### config.mk
export PLATFORM = sky130hd
export DESIGN_NAME = core_ifu
export DESIGN_NICKNAME = d
export VERILOG_FILES = /design/src/rtl/core_ifu_pkg.sv /design/src/rtl/core_ifu_fifo.sv /design/src/rtl/core_ifu.sv
export SDC_FILE = /design/constraint.sdc
export NUM_CORES = 1
export LEC_CHECK = 0
export ABC_AREA = 0
export CORE_UTILIZATION = 57
export CTS_BUF_LIST = sky130_fd_sc_hd__clkbuf_16
export DETAILED_ROUTE_END_ITERATION = 10
export HOLD_SLACK_MARGIN = 0.05
export PLACE_DENSITY = 0.91
export RECOVER_POWER = 50
export SLEW_MARGIN = 40
export SYNTH_ARGS = -nofsm -noshare
export SYNTH_HDL_FRONTEND = slang
export SYNTH_SLANG_ARGS = --single-unit
### constraint.sdc
create_clock -name clk -period 4.9 [get_ports clk]
set_input_delay 1.225 -clock clk [delete_from_list [all_inputs] [get_ports clk]]
set_output_delay 1.225 -clock clk [all_outputs]
set_load 0.03 [all_outputs]
### src/rtl/core_ifu_pkg.sv
// core_ifu_pkg: shared constants, types and helpers for the instruction fetch unit.
//   CpuRstAddress     - fetch PC after reset (mirrors `CPURstAddress)
//   InstNop           - instruction shown when the buffer is empty (mirrors `INST_NOP)
//   IfuFifoDepth      - default buffer depth / max outstanding requests (`IFU_FIFO_DEPTH)
//   InstWordAlignMask - clears the byte-offset bits of an instruction address
//   ifu_entry_t       - one buffered {address, instruction} pair
// Optional feature macro used by core_ifu: IFU_ALIGN_CHECK_EN.
package core_ifu_pkg;

  localparam logic [31:0] CpuRstAddress     = 32'h0000_0000;
  localparam logic [31:0] InstNop           = 32'h0000_0013;
  localparam int unsigned IfuFifoDepth      = 4;
  localparam logic [31:0] InstWordAlignMask = 32'hFFFF_FFFC;

  typedef struct packed {
    logic [31:0] addr;
    logic [31:0] inst;
  } ifu_entry_t;

  function automatic logic [31:0] align_word(input logic [31:0] addr);
    return addr & InstWordAlignMask;
  endfunction

endpackage

### src/rtl/core_ifu_fifo.sv
// core_ifu_fifo: synchronous FIFO with asynchronous active-high reset and a flush.
//   clk, rst  - clock, async active-high reset (empties the FIFO)
//   i_flush   - synchronous empty; overrides push/pop in the same cycle
//   i_push    - write i_wdata at the tail (ignored when full without a pop)
//   i_pop     - drop the head entry (ignored when empty)
//   o_count   - number of valid entries
//   o_head    - head entry, valid whenever o_count != 0 (combinational read)
// DEPTH must be a power of two so the pointers wrap naturally.
module core_ifu_fifo
  import core_ifu_pkg::*;
#(
  parameter int unsigned WIDTH = 32,
  parameter int unsigned DEPTH = IfuFifoDepth
) (
  input  logic                         clk,
  input  logic                         rst,
  input  logic                         i_flush,
  input  logic                         i_push,
  input  logic [WIDTH-1:0]             i_wdata,
  input  logic                         i_pop,
  output logic [$clog2(DEPTH+1)-1:0]   o_count,
  output logic [WIDTH-1:0]             o_head
);

  localparam int unsigned PW = (DEPTH > 1) ? $clog2(DEPTH) : 1;
  localparam int unsigned CW = $clog2(DEPTH + 1);

  logic [WIDTH-1:0] r_mem [DEPTH];
  logic [PW-1:0]    r_wr_ptr;
  logic [PW-1:0]    r_rd_ptr;
  logic [CW-1:0]    r_count;

  logic             w_do_pop;
  logic             w_do_push;
  logic [CW-1:0]    w_count_d;

  assign w_do_pop  = i_pop & (r_count != '0);
  // A full FIFO may still accept a push when the head leaves in the same cycle.
  assign w_do_push = i_push & ((r_count != CW'(DEPTH)) | w_do_pop);

  always_comb begin
    w_count_d = r_count;
    if (i_flush) begin
      w_count_d = '0;
    end else if (w_do_push && !w_do_pop) begin
      w_count_d = r_count + CW'(1);
    end else if (w_do_pop && !w_do_push) begin
      w_count_d = r_count - CW'(1);
    end
  end

  always_ff @(posedge clk or posedge rst) begin
    if (rst) begin
      r_wr_ptr <= '0;
      r_rd_ptr <= '0;
      r_count  <= '0;
    end else begin
      r_count <= w_count_d;
      if (i_flush) begin
        r_wr_ptr <= '0;
        r_rd_ptr <= '0;
      end else begin
        if (w_do_push) r_wr_ptr <= r_wr_ptr + PW'(1);
        if (w_do_pop)  r_rd_ptr <= r_rd_ptr + PW'(1);
      end
    end
  end

  // Storage needs no reset: entries are only read while counted as valid.
  always_ff @(posedge clk) begin
    if (w_do_push && !i_flush) begin
      r_mem[r_wr_ptr] <= i_wdata;
    end
  end

  assign o_count = r_count;
  assign o_head  = r_mem[r_rd_ptr];

endmodule

### src/rtl/core_ifu.sv
// core_ifu: instruction fetch unit feeding the IF/ID pipeline register.
// Owns the fetch PC, issues requests on a pipelined req/gnt/rvalid instruction bus,
// buffers returned instructions in order and handles redirects and downstream hold.
//   clk, rst         - clock, async active-high reset
//   jump_en_i        - redirect fetch to jump_addr_i this cycle (highest priority)
//   jump_addr_i      - redirect target
//   hold_i           - downstream stall; head instruction is not consumed
//   ibus_req_o       - fetch request valid; ibus_addr_o is the word-aligned fetch PC
//   ibus_gnt_i       - request accepted this cycle
//   ibus_rvalid_i    - in-order response valid, ibus_rdata_i its instruction
//   inst_valid_o     - head instruction valid; inst_addr_o / inst_o are the head pair
//   fetch_misalign_o - only with IFU_ALIGN_CHECK_EN: a misaligned jump parked fetch
// Without IFU_ALIGN_CHECK_EN the low two target bits are silently cleared.
module core_ifu
  import core_ifu_pkg::*;
#(
  parameter int unsigned FIFO_DEPTH = IfuFifoDepth
) (
  input  logic        clk,
  input  logic        rst,
  input  logic        jump_en_i,
  input  logic [31:0] jump_addr_i,
  input  logic        hold_i,
  output logic        ibus_req_o,
  output logic [31:0] ibus_addr_o,
  input  logic        ibus_gnt_i,
  input  logic        ibus_rvalid_i,
  input  logic [31:0] ibus_rdata_i,
  output logic        inst_valid_o,
  output logic [31:0] inst_addr_o,
  output logic [31:0] inst_o
`ifdef IFU_ALIGN_CHECK_EN
  ,
  output logic        fetch_misalign_o
`endif
);

  localparam int unsigned CW  = $clog2(FIFO_DEPTH + 1);
  localparam int unsigned CW1 = CW + 1;

  logic [31:0]   r_pc;
  logic [CW-1:0] r_discard;

  logic [31:0]   w_pc_d;
  logic [CW-1:0] w_discard_d;
  logic [CW-1:0] w_outstanding;
  logic [CW-1:0] w_fifo_count;
  ifu_entry_t    w_head;
  ifu_entry_t    w_push_entry;
  logic [31:0]   w_pend_addr;
  logic          w_fifo_nonempty;
  logic          w_pop;
  logic          w_grant;
  logic          w_data_push;
  logic [CW:0]   w_credit_used;
  logic          w_credit_ok;
  logic          w_parked;

`ifdef IFU_ALIGN_CHECK_EN
  logic        r_misalign;
  logic [31:0] r_bad_addr;

  always_ff @(posedge clk or posedge rst) begin
    if (rst) begin
      r_misalign <= 1'b0;
      r_bad_addr <= CpuRstAddress;
    end else if (jump_en_i) begin
      r_misalign <= |jump_addr_i[1:0];
      r_bad_addr <= jump_addr_i;
    end
  end

  assign w_parked         = r_misalign;
  assign fetch_misalign_o = r_misalign;
`else
  assign w_parked = 1'b0;
`endif

  // The pending-address queue holds exactly the in-flight requests, so its
  // occupancy is the outstanding count.
  core_ifu_fifo #(
    .WIDTH (32),
    .DEPTH (FIFO_DEPTH)
  ) u_pend_q (
    .clk     (clk),
    .rst     (rst),
    .i_flush (1'b0),
    .i_push  (w_grant),
    .i_wdata (r_pc),
    .i_pop   (ibus_rvalid_i),
    .o_count (w_outstanding),
    .o_head  (w_pend_addr)
  );

  assign w_push_entry = '{addr: w_pend_addr, inst: ibus_rdata_i};

  core_ifu_fifo #(
    .WIDTH ($bits(ifu_entry_t)),
    .DEPTH (FIFO_DEPTH)
  ) u_data_q (
    .clk     (clk),
    .rst     (rst),
    .i_flush (jump_en_i),
    .i_push  (w_data_push),
    .i_wdata (w_push_entry),
    .i_pop   (w_pop),
    .o_count (w_fifo_count),
    .o_head  (w_head)
  );

  assign w_fifo_nonempty = (w_fifo_count != '0);
  assign inst_valid_o    = w_fifo_nonempty & ~jump_en_i;
  assign w_pop           = inst_valid_o & ~hold_i;

  // Credit covers buffered entries plus every in-flight slot, including ones
  // that will be discarded, so a response always finds room in the buffer.
  assign w_credit_used = {1'b0, w_outstanding} + {1'b0, w_fifo_count} - {{CW{1'b0}}, w_pop};
  assign w_credit_ok   = (w_credit_used < CW1'(FIFO_DEPTH));

  assign ibus_req_o  = ~rst & ~jump_en_i & ~w_parked & w_credit_ok;
  assign ibus_addr_o = r_pc;
  assign w_grant     = ibus_req_o & ibus_gnt_i;

  // Responses are dropped while stale ones drain, and on the redirect cycle itself.
  assign w_data_push = ibus_rvalid_i & ~jump_en_i & (r_discard == '0);

  always_comb begin
    w_pc_d = r_pc;
    if (jump_en_i) begin
      w_pc_d = align_word(jump_addr_i);
    end else if (w_grant) begin
      w_pc_d = r_pc + 32'd4;
    end
  end

  always_comb begin
    w_discard_d = r_discard;
    if (jump_en_i) begin
      w_discard_d = w_outstanding -
                    ((ibus_rvalid_i && (w_outstanding != '0)) ? CW'(1) : '0);
    end else if (ibus_rvalid_i && (r_discard != '0)) begin
      w_discard_d = r_discard - CW'(1);
    end
  end

  always_ff @(posedge clk or posedge rst) begin
    if (rst) begin
      r_pc      <= CpuRstAddress;
      r_discard <= '0;
    end else begin
      r_pc      <= w_pc_d;
      r_discard <= w_discard_d;
    end
  end

  always_comb begin
    inst_addr_o = w_fifo_nonempty ? w_head.addr : r_pc;
    inst_o      = w_fifo_nonempty ? w_head.inst : InstNop;
`ifdef IFU_ALIGN_CHECK_EN
    if (r_misalign) inst_addr_o = r_bad_addr;
`endif
  end

endmodule

==> results of run 1 <==
-- cells in the mapped netlist, types with 3 or more instances --
master,count
o211ai_1,4
inv_1,30
and3_1,3
xnor2_1,12
clkbuf_1,18
o41ai_1,3
nand4_1,5
a21oi_1,13
a22oi_1,3
mux2i_1,3
xor2_1,6
nor2b_1,33
and2_1,10
nor2_1,24
mux4_2,92
a21o_1,5
ha_1,19
o311ai_1,3
buf_2,14
or2_2,5
mux2_2,35
buf_4,6
o21ai_0,14
edfxtp_1,368
nand2_1,32
o311ai_0,3
nor3_1,9
buf_1,3
o21bai_1,4
dfrtp_1,47
nand3_1,14
a221o_1,9
-- logic make-up (layout without fill, tap and decap cells) --
kind of cell               after synthesis  after routing  synth area share (%)
DFF                                    415            415                  71.4
and+or+nand+nor                        159            159                  5.49
muxes                                  130            130                  14.6
AOI/OAI and AO/OA                       87             87                  4.00
buffers and inverters                   74            282                  1.97
adders and majority gates               21             21                  1.62
xor gates and xnor gates                18             18                 0.921
other                                    1              4                0.0219
-- report_power, final --
group	switching [mW]	internal, mW
sequential	0.308	4.25
clock	1.25	1.51
combinational	2.15	1.79
-- stage by stage --
step | utilization [%] | cells
global route | 69.2 | 1506
global placement | 65.3 | 1434
CTS | 69.3 | 1506
floorplan | - | 908
detailed placement | 65.3 | 1434
finish | 69.2 | 1506
-- area by class of cell --
| cell class | instances | area, sq um |
|---|---|---|
| well taps | 390 | 488 |
| fillers | 1818 | 9110 |
| clock buffers | 41 | 1030 |
| multi-input cells | 419 | 4580 |
| repair buffers | 180 | 1880 |
| flip-flops and latches | 415 | 12200 |
| inverters | 30 | 114 |
| clock inverters | 31 | 136 |
-- how the worst max path moves through the flow --
stage               from          to  slack, ns  cells after the start
2_1_floorplan  jump_en_i  ibus_req_o       0.34                      9
3_3_place_gp      hold_i  ibus_req_o       0.11                     11
3_5_place_dp      hold_i  ibus_req_o       0.08                     11
4_1_cts           hold_i  ibus_req_o       0.07                     11
5_1_grt           hold_i  ibus_req_o       0.04                     11
6_report          hold_i  ibus_req_o       0.16                     11
-- worst max-delay path, delay by kind of cell --
kind,cells,cell delay [ns]
fa+ha+maj,2,0.45
simple gates,4,0.96
buf+inv,4,0.70
compound gates,1,0.16
-- layer usage --
metal  part of all wire [%]  GRT usage (%)  vias up
met2                     51           40.8      436
li1                       -              -     3988
met1                     39           32.9     4842
met5                      0              0        -
met3                    6.6           3.35       83
met4                    3.1           9.75        0
-- sequential cells by signal (all words and copies together) (netlist names) --
register and count:
u_pend_q.o_count 3, u_pend_q.r_wr_ptr 2, u_data_q.o_count 3, u_pend_q.r_mem 120, ibus_addr_o 30, u_data_q.r_wr_ptr 2, u_data_q.r_rd_ptr 2, r_discard 3
u_data_q.r_mem 248, u_pend_q.r_rd_ptr 2
==> impl_metrics.tcl, run 1 <==
set metrics [dict create \
    crit_chain "clkdlybuf4s50_1 -> or2_4 -> nor2_1 -> ha_1 -> inv_1 -> ha_1 -> and3b_4 -> or3_4 -> a21oi_2 -> buf_4 -> buf_12" \
    wirelength_um 36500 \
    port-buffer-count 161 \
    powerDensity_mw_per_mm2 550 \
    htree_levels 2 \
    grt_pass1_wl_um 55500 \
    diodes 0 \
    drt_pass1_iterations 5 \
    rsz0062_at_grt "false" \
    syn_to_final_growth_pct 19.4 \
    cpMostUsedCell "ha_1" \
    postLayoutCellArea_sq_mm 0.0205 \
    syn_area_sq_mm 0.0171 \
    nNetsFinal 1178 \
    synth-async-reset-ratio_pct 11.3 \
    hold_start "u_pend_q.r_wr_ptr[1]$_DFFE_PP0P_" \
    cp_slowest_cell "clkdlybuf4s50_1" \
    drt-initial-drc-count 922 \
    num_vias 9349 \
    ant_nets 0 \
    dp_slack_ns 0.0831 \
    post-route-period-util_pct 96.7 \
    leakagePower_nw 6.82 \
    fp.dieArea_sq_mm 0.0307 \
    finalClockSkew_ns 0.0228 \
    worstMarginPinSlew_ns 2.20 \
    dp_hpwl_um 22100 \
    grt_pass1_vias 9650 \
    initial_utilization_pct 57.9 \
    layout_common_cells "edfxtp_1 (368), clkdlybuf4s50_1 (95), mux4_2 (92), dlygate4sd3_1 (64), dfrtp_1 (45)" \
    post_synth.cell_area_avg_sq_um 18.9 \
    viasPerCell 6.21 \
    path_class "input port to primary output" \
    path_clk_slew_ns 0.06 \
    hold_path.class "register to register" \
    r2r_cells 15 \
    worstPathArrival_ns 3.51 \
    ctsRootBufferMaster "clkbuf_16" \
    cts_buffers 41 \
    fmax_ghz 0.211 \
    clk_latency_ns 0.54 \
    drive_gt1_share_pct 21.2 \
    end_kind "primary output" \
    drv_cap 2 \
    ys_seq_elements 415 \
    postCtsSetupBuffers 0 \
    synthDominantCellAreaShare_pct 64.5 \
    peakVddDrop_mv 0.627 \
    core_sq_mm 0.0296 \
    gp_congestion 0.817 \
    antenna_found_initial 0 \
    synthCells 905 \
    cts.path.max_buffers 3 \
    cts_tree "built" \
    yosysSeqAreaShare_pct 71.4 \
    min_period_ns 4.74 \
    crit_path_max_fanout 5 \
    status "complete, but fails checks" \
    cts_sinks 415 \
    routedWlPerCell_um 24.3 \
    violations "capacitance limit, slew limit" \
    rrSetupSlack_ns 1.44 \
    worstReg2RegEnd "u_pend_q.o_count[2]$_DFFE_PP0P_" \
    grt_overflow 0 \
    synth_edf_count 368 \
    synth.area.top_cells "edfxtp_1 (65%), mux4_2 (12%), dfrtp_1 (6.9%)" \
    post_cts_resized 0 \
    die_x_um 175 \
    pin_count 168 \
    synth_warnings 0 \
    crit_path_max_incr_delay_ns 0.41 \
    whs_ns 0.572 \
    p_total_mw 11.3 \
    setup_viol 0 \
    critPathLaunchType "input port" \
    hold_depth 1 \
    setup_ws_ns 0.161 \
    die_y_um 175 \
    yosys.cell_types.count 76 \
    maxSlewHeadroom_pct -47.5 \
    drv_slew 81 \
    hold_violations 0 \
    synthFlopType "edfxtp_1" \
    setup_tns_ns 0 \
    required_ns 3.67 \
    dpl_cell_area_sq_mm 0.0193 \
    final_common_cell "edfxtp_1" \
    grt_max_degree 66 \
    holdBufCountCts 0 \
    rows 63 \
    remaining_drc_errors 0 \
    synth_top_area_cell "edfxtp_1" \
    grt_use_total_pct 24.4 \
    min_to "u_pend_q.r_wr_ptr[1]$_DFFE_PP0P_" \
    reg2reg_from "u_data_q.o_count[0]$_DFFE_PP0P_" \
]
No activity file was read; power rests on OpenSTA's default activity.
==> run 2, diff against run 1 <==
Settings changed: CORE_UTILIZATION 57 to 50, PLACE_DENSITY 0.91 to 0.82.
==> run 2 against run 1 <==
The flow still finishes with violations (capacitance limit, slew limit); sequential power about the same; clock power rose by 11%; first-iteration DRC count is 20% lower; worst hold slack better by 0.020 ns; critical path depth is the same; die area up 14%; register-to-register slack got worse by 0.28 ns; total power is 2.9% higher; clock-buffer cell count up 2; worst setup slack got worse by 0.037 ns; critical endpoint unchanged.
==> impl_metrics.tcl, run 2 (synthesis gave the netlist of run 1 again) <==
set metrics [dict create \
    status "complete, but fails checks" \
    violations "capacitance limit, slew limit" \
    grt_use_met3_pct 3.53 \
    cts_tree "built" \
    peakVddDrop_mv 0.328 \
    port-buffer-count 161 \
    busiest_layer "met2" \
    end_kind "primary output" \
    critPathLaunchType "input port" \
    drv_slew 206 \
    drt-initial-drc-count 736 \
    cts_sinks 415 \
    worstPathArrival_ns 3.55 \
    post-route-period-util_pct 97.5 \
    largest_register_ff_count 248 \
    grt_max_degree 63 \
    ctsRootBufferMaster "clkbuf_16" \
    setup_viol 0 \
    pin_count 168 \
    required_ns 3.67 \
    fin_util_pct 61.5 \
    grt_pass1_vias 9569 \
    clk_latency_ns 0.53 \
    initial_utilization_pct 50.9 \
    syn_to_final_growth_pct 20.8 \
    antenna_found_initial 0 \
    path_class "input port to primary output" \
    min_period_ns 4.78 \
    holdBufCountCts 0 \
    num_vias 9113 \
    wirelength_um 35800 \
    htree_levels 2 \
    post_cts_resized 0 \
    layout_common_cells "edfxtp_1 (368), clkdlybuf4s50_1 (105), mux4_2 (92), dlygate4sd3_1 (54), dfrtp_1 (44)" \
    drv_cap 4 \
    whs_ns 0.593 \
    maxSlewHeadroom_pct -48.2 \
    drt_pass1_iterations 5 \
    cp_slowest_cell "clkdlybuf4s50_1" \
    worstMarginPinSlew_ns 2.21 \
    crit_chain "clkdlybuf4s50_1 -> or2_2 -> nor2_1 -> ha_1 -> inv_1 -> ha_1 -> and3b_4 -> or3_4 -> a21oi_1 -> buf_4 -> buf_12" \
    cpMostUsedCell "ha_1" \
    hold_violations 0 \
    nNetsFinal 1185 \
    cts.path.max_buffers 3 \
    postCtsSetupBuffers 0 \
    crit_path_max_incr_delay_ns 0.41 \
    die_y_um 187 \
    path_clk_slew_ns 0.06 \
    gr-usage-met2_pct 35.1 \
    rsz0062_at_grt "false" \
    grt_use_total_pct 20.8 \
    grt_pass1_wl_um 55200 \
    viasPerCell 5.79 \
    setup_tns_ns 0 \
    fmax_ghz 0.209 \
    hold_path.class "register to register" \
    gp_congestion 0.796 \
    remaining_drc_errors 0 \
    drive_gt1_share_pct 22.1 \
    grt_overflow 0 \
    dp_hpwl_um 21600 \
    powerDensity_mw_per_mm2 560 \
    crit_path_max_fanout 4 \
    final_common_cell "edfxtp_1" \
    leakagePower_nw 6.88 \
    cts_buffers 41 \
    finalClockSkew_ns 0.0187 \
    regMostFlops "u_data_q.r_mem" \
    core_sq_mm 0.0336 \
    rows 67 \
    routedWlPerCell_um 22.8 \
    use_met1_pct 27.5 \
    fp.dieArea_sq_mm 0.0350 \
    ant_nets 0 \
    die_x_um 187 \
]
## run 2: cell types whose count changed in the layout (fill, tap and decap cells not counted), sizes merged
cell           delta
buf               +6
bufinv            +4
clkbuf            +3
clkdlybuf4s50    +10
clkinv            -1
clkinvlp          +1
diode             +1
dlygate4sd3      -10
inv               -3
## run 2: layout make-up
type,count,area [sq um]
timing repair buffer,187,1860
antenna,1,2.50
inverter,30,114
clock inverter,32,253
clock buffer,43,1080
sequential,415,12200
multi-input combinational,419,4580
tap,448,561
fill,2362,12900
## run 2: stage by stage
step           cells  cell area, sq um  setup slack (ns)  power (mW)
2_1_floorplan    908             17100             0.335        7.24
3_3_place_gp    1499             19400             0.160        8.52
3_5_place_dp    1499             19400             0.139        8.61
4_1_cts         1574             20700             0.136        11.7
5_1_grt         1574             20700            0.0374        12.1
6_report        1575             20700             0.124        11.6
## run 2: critical path: cells and delay by family
kind	cells	cell delay, ns
simple gates	4	1.00
fa+ha+maj	2	0.44
buf+inv	4	0.71
compound gates	1	0.17
## run 2: routing by layer
metal	routed length (um)	vias to the layer above
li1	-	4003
met1	14500	4676
met2	18000	363
met3	2180	71
met4	1150	0
met5	0	-
## run 2: final timing paths
path / from / to / slack, ns / cells past startpoint
max: hold_i / ibus_req_o / 0.12 / 11
min: r_discard[1]$_DFFE_PP0P_ / r_discard[1]$_DFFE_PP0P_ / 0.59 / 2
max reg2reg: u_data_q.o_count[0]$_DFFE_PP0P_ / u_pend_q.o_count[2]$_DFFE_PP0P_ / 1.16 / 17
min reg2reg: r_discard[1]$_DFFE_PP0P_ / r_discard[1]$_DFFE_PP0P_ / 0.59 / 2
max in group asynchronous: rst / u_data_q.r_rd_ptr[0]$_DFFE_PP0P_ / 1.90 / 2
min in group asynchronous: rst / ibus_addr_o[8]$_DFFE_PP0N_ / 1.76 / 2
## run 2: power breakdown
| group | internal (mW) | leakage, nW | switching, mW |
|---|---|---|---|
| sequential | 4.25 | 3.89 | 0.331 |
| combinational | 1.81 | 2.33 | 2.13 |
| clock | 1.80 | 0.670 | 1.27 |
==> run 3, diff against run 2 <==
Clock period 4.9 ns to 5.3 ns, I/O delays scaled along.
==> run 3 against run 2 <==
The flow still finishes with violations (capacitance limit, slew limit); worst hold slack got worse by 0.0058 ns; register-to-register slack improved by 0.62 ns; routed wire length decreased by 1.6%; clock skew about the same; global-route usage down 0.24 points; sequential power down 7.4%; sequential share of layout area increased by 0.14 points; critical path depth unchanged; core utilization is 0.14 points lower; clock power down 9.8%; die area unchanged; combinational power is 7.9% lower; critical endpoint unchanged; largest cell class unchanged.
==> impl_metrics.tcl, run 3 (synthesis gave the netlist of run 1 again) <==
set metrics [dict create \
    ant_nets 0 \
    worstPathArrival_ns 3.79 \
    required_ns 3.97 \
    pin_count 168 \
    fmax_ghz 0.196 \
    core_sq_mm 0.0336 \
    holdBufCountCts 0 \
    grt_overflow 0 \
    cts_buffers 42 \
    placed_cells 1496 \
    hold_start "u_pend_q.r_wr_ptr[1]$_DFFE_PP0P_" \
    diodes 0 \
    dpl_cell_area_sq_mm 0.0193 \
    grt_pass1_vias 9236 \
    layout.cells.non_filler 1575 \
    reg2reg_from "r_discard[0]$_DFFE_PP0P_" \
    die_x_um 187 \
    register_area_sq_mm 0.0122 \
    crit_path_max_incr_delay_ns 0.46 \
    p_total_mw 10.6 \
    path_class "input port to primary output" \
    die_y_um 187 \
    fin_util_pct 61.4 \
    clk_latency_ns 0.54 \
    syn_to_final_growth_pct 20.5 \
    rows 67 \
    num_vias 9043 \
    grt_use_total_pct 20.6 \
    hold_violations 0 \
    status "complete, but fails checks" \
    hold_path.class "register to register" \
    drt-initial-drc-count 730 \
    dp_slack_ns 0.206 \
    postLayoutCellArea_sq_mm 0.0206 \
    rsz0062_at_grt "false" \
    htree_levels 2 \
    violations "capacitance limit, slew limit" \
    worstMarginPinSlew_ns 2.19 \
    viasPerCell 5.74 \
    cp-startpoint "hold_i" \
    cts_tree "built" \
    powerDensity_mw_per_mm2 515 \
    cpMostUsedCell "ha_1" \
    multi_input_area_sq_mm 0.00458 \
    drv_slew 192 \
    leakagePower_nw 6.89 \
    postCtsSetupBuffers 0 \
    end_kind "primary output" \
    post_cts_resized 0 \
    antenna_found_initial 0 \
    whs_ns 0.587 \
    setup_tns_ns 0 \
    cts.path.max_buffers 3 \
    regMostFlops "u_data_q.r_mem" \
    final_common_cell "edfxtp_1" \
    initial_utilization_pct 50.9 \
    ctsRootBufferMaster "clkbuf_16" \
    cts_sinks 415 \
    nNetsFinal 1184 \
    drt_pass1_iterations 7 \
    fp.dieArea_sq_mm 0.0350 \
    cp_slowest_cell "clkdlybuf4s50_1" \
    crit_path_max_fanout 5 \
    post-route-period-util_pct 96.4 \
    grt_pass1_wl_um 54600 \
    port-buffer-count 161 \
    critPathLaunchType "input port" \
    drv_cap 4 \
    wirelength_um 35300 \
    nFillCells 2352 \
    routedWlPerCell_um 22.4 \
    path_clk_slew_ns 0.06 \
    peakVddDrop_mv 0.323 \
    setup_viol 0 \
    gp_congestion 0.822 \
    largest_register_ff_count 248 \
    crit_chain "clkdlybuf4s50_1 -> or2_2 -> nor2_1 -> ha_1 -> inv_1 -> ha_1 -> and3b_4 -> or3_4 -> a21oi_1 -> buf_4 -> buf_12" \
    drive_gt1_share_pct 22.3 \
    dp_hpwl_um 21900 \
    setup_ws_ns 0.189 \
    remaining_drc_errors 0 \
    grt_max_degree 63 \
    layout_common_cells "edfxtp_1 (368), clkdlybuf4s50_1 (96), mux4_2 (92), dlygate4sd3_1 (63), dfrtp_1 (44)" \
    finalClockSkew_ns 0.0192 \
    min_period_ns 5.11 \
    maxSlewHeadroom_pct -46.6 \
]
[run 3: changes by cell type in the layout (fill, tap and decap cells not counted), sizes merged]
cell and change:
bufinv -2, clkbuf -1, clkdlybuf4s50 -9, clkinv +2
buf -1, inv +5, clkinvlp -2, diode -1
dlygate4sd3 +9
[run 3: report_power, final]
group | internal (mW) | switching [mW] | leakage (nW)
combinational | 1.67 | 1.96 | 2.33
sequential | 3.93 | 0.307 | 3.89
clock | 1.58 | 1.19 | 0.673
[run 3: metal layers]
metal  GRT usage [%]  part of all wire [%]  wire (um)  vias up
li1                -                     -          -     4004
met2            34.0                    49      17300      332
met4            6.37                   2.7        952        0
met3            4.02                   6.6       2340       61
met1            27.9                    42      14700     4646
met5               0                     0          0        -
[run 3: final cells by class]
type                    count  area share [%]
clock buffers              43            5.21
clock inverters            35            1.09
inverters                  30           0.552
multi-input cells         419            22.2
flip-flops and latches    415            59.3
well taps                 448            2.72
repair buffers            185            8.94
[run 3: worst paths after layout]
kind	end	slack [ns]	cells past startpoint
setup / recovery	ibus_req_o	0.19	11
hold / removal	u_pend_q.r_wr_ptr[1]$_DFFE_PP0P_	0.59	1
setup reg to reg	u_data_q.r_mem[1][48]$_DFFE_PP_	1.78	6
hold reg to reg	u_pend_q.r_wr_ptr[1]$_DFFE_PP0P_	0.59	1
max in group asynchronous	u_data_q.r_rd_ptr[0]$_DFFE_PP0P_	2.23	2
min in group asynchronous	r_discard[0]$_DFFE_PP0P_	1.87	2
[run 3: critical path, delay by kind of cell]
| kind | cells | cell delay, ns |
|---|---|---|
| AOI/OAI and AO/OA | 1 | 0.16 |
| and+or+nand+nor | 4 | 1.07 |
| adders and majority gates | 2 | 0.45 |
| buffers and inverters | 4 | 0.76 |
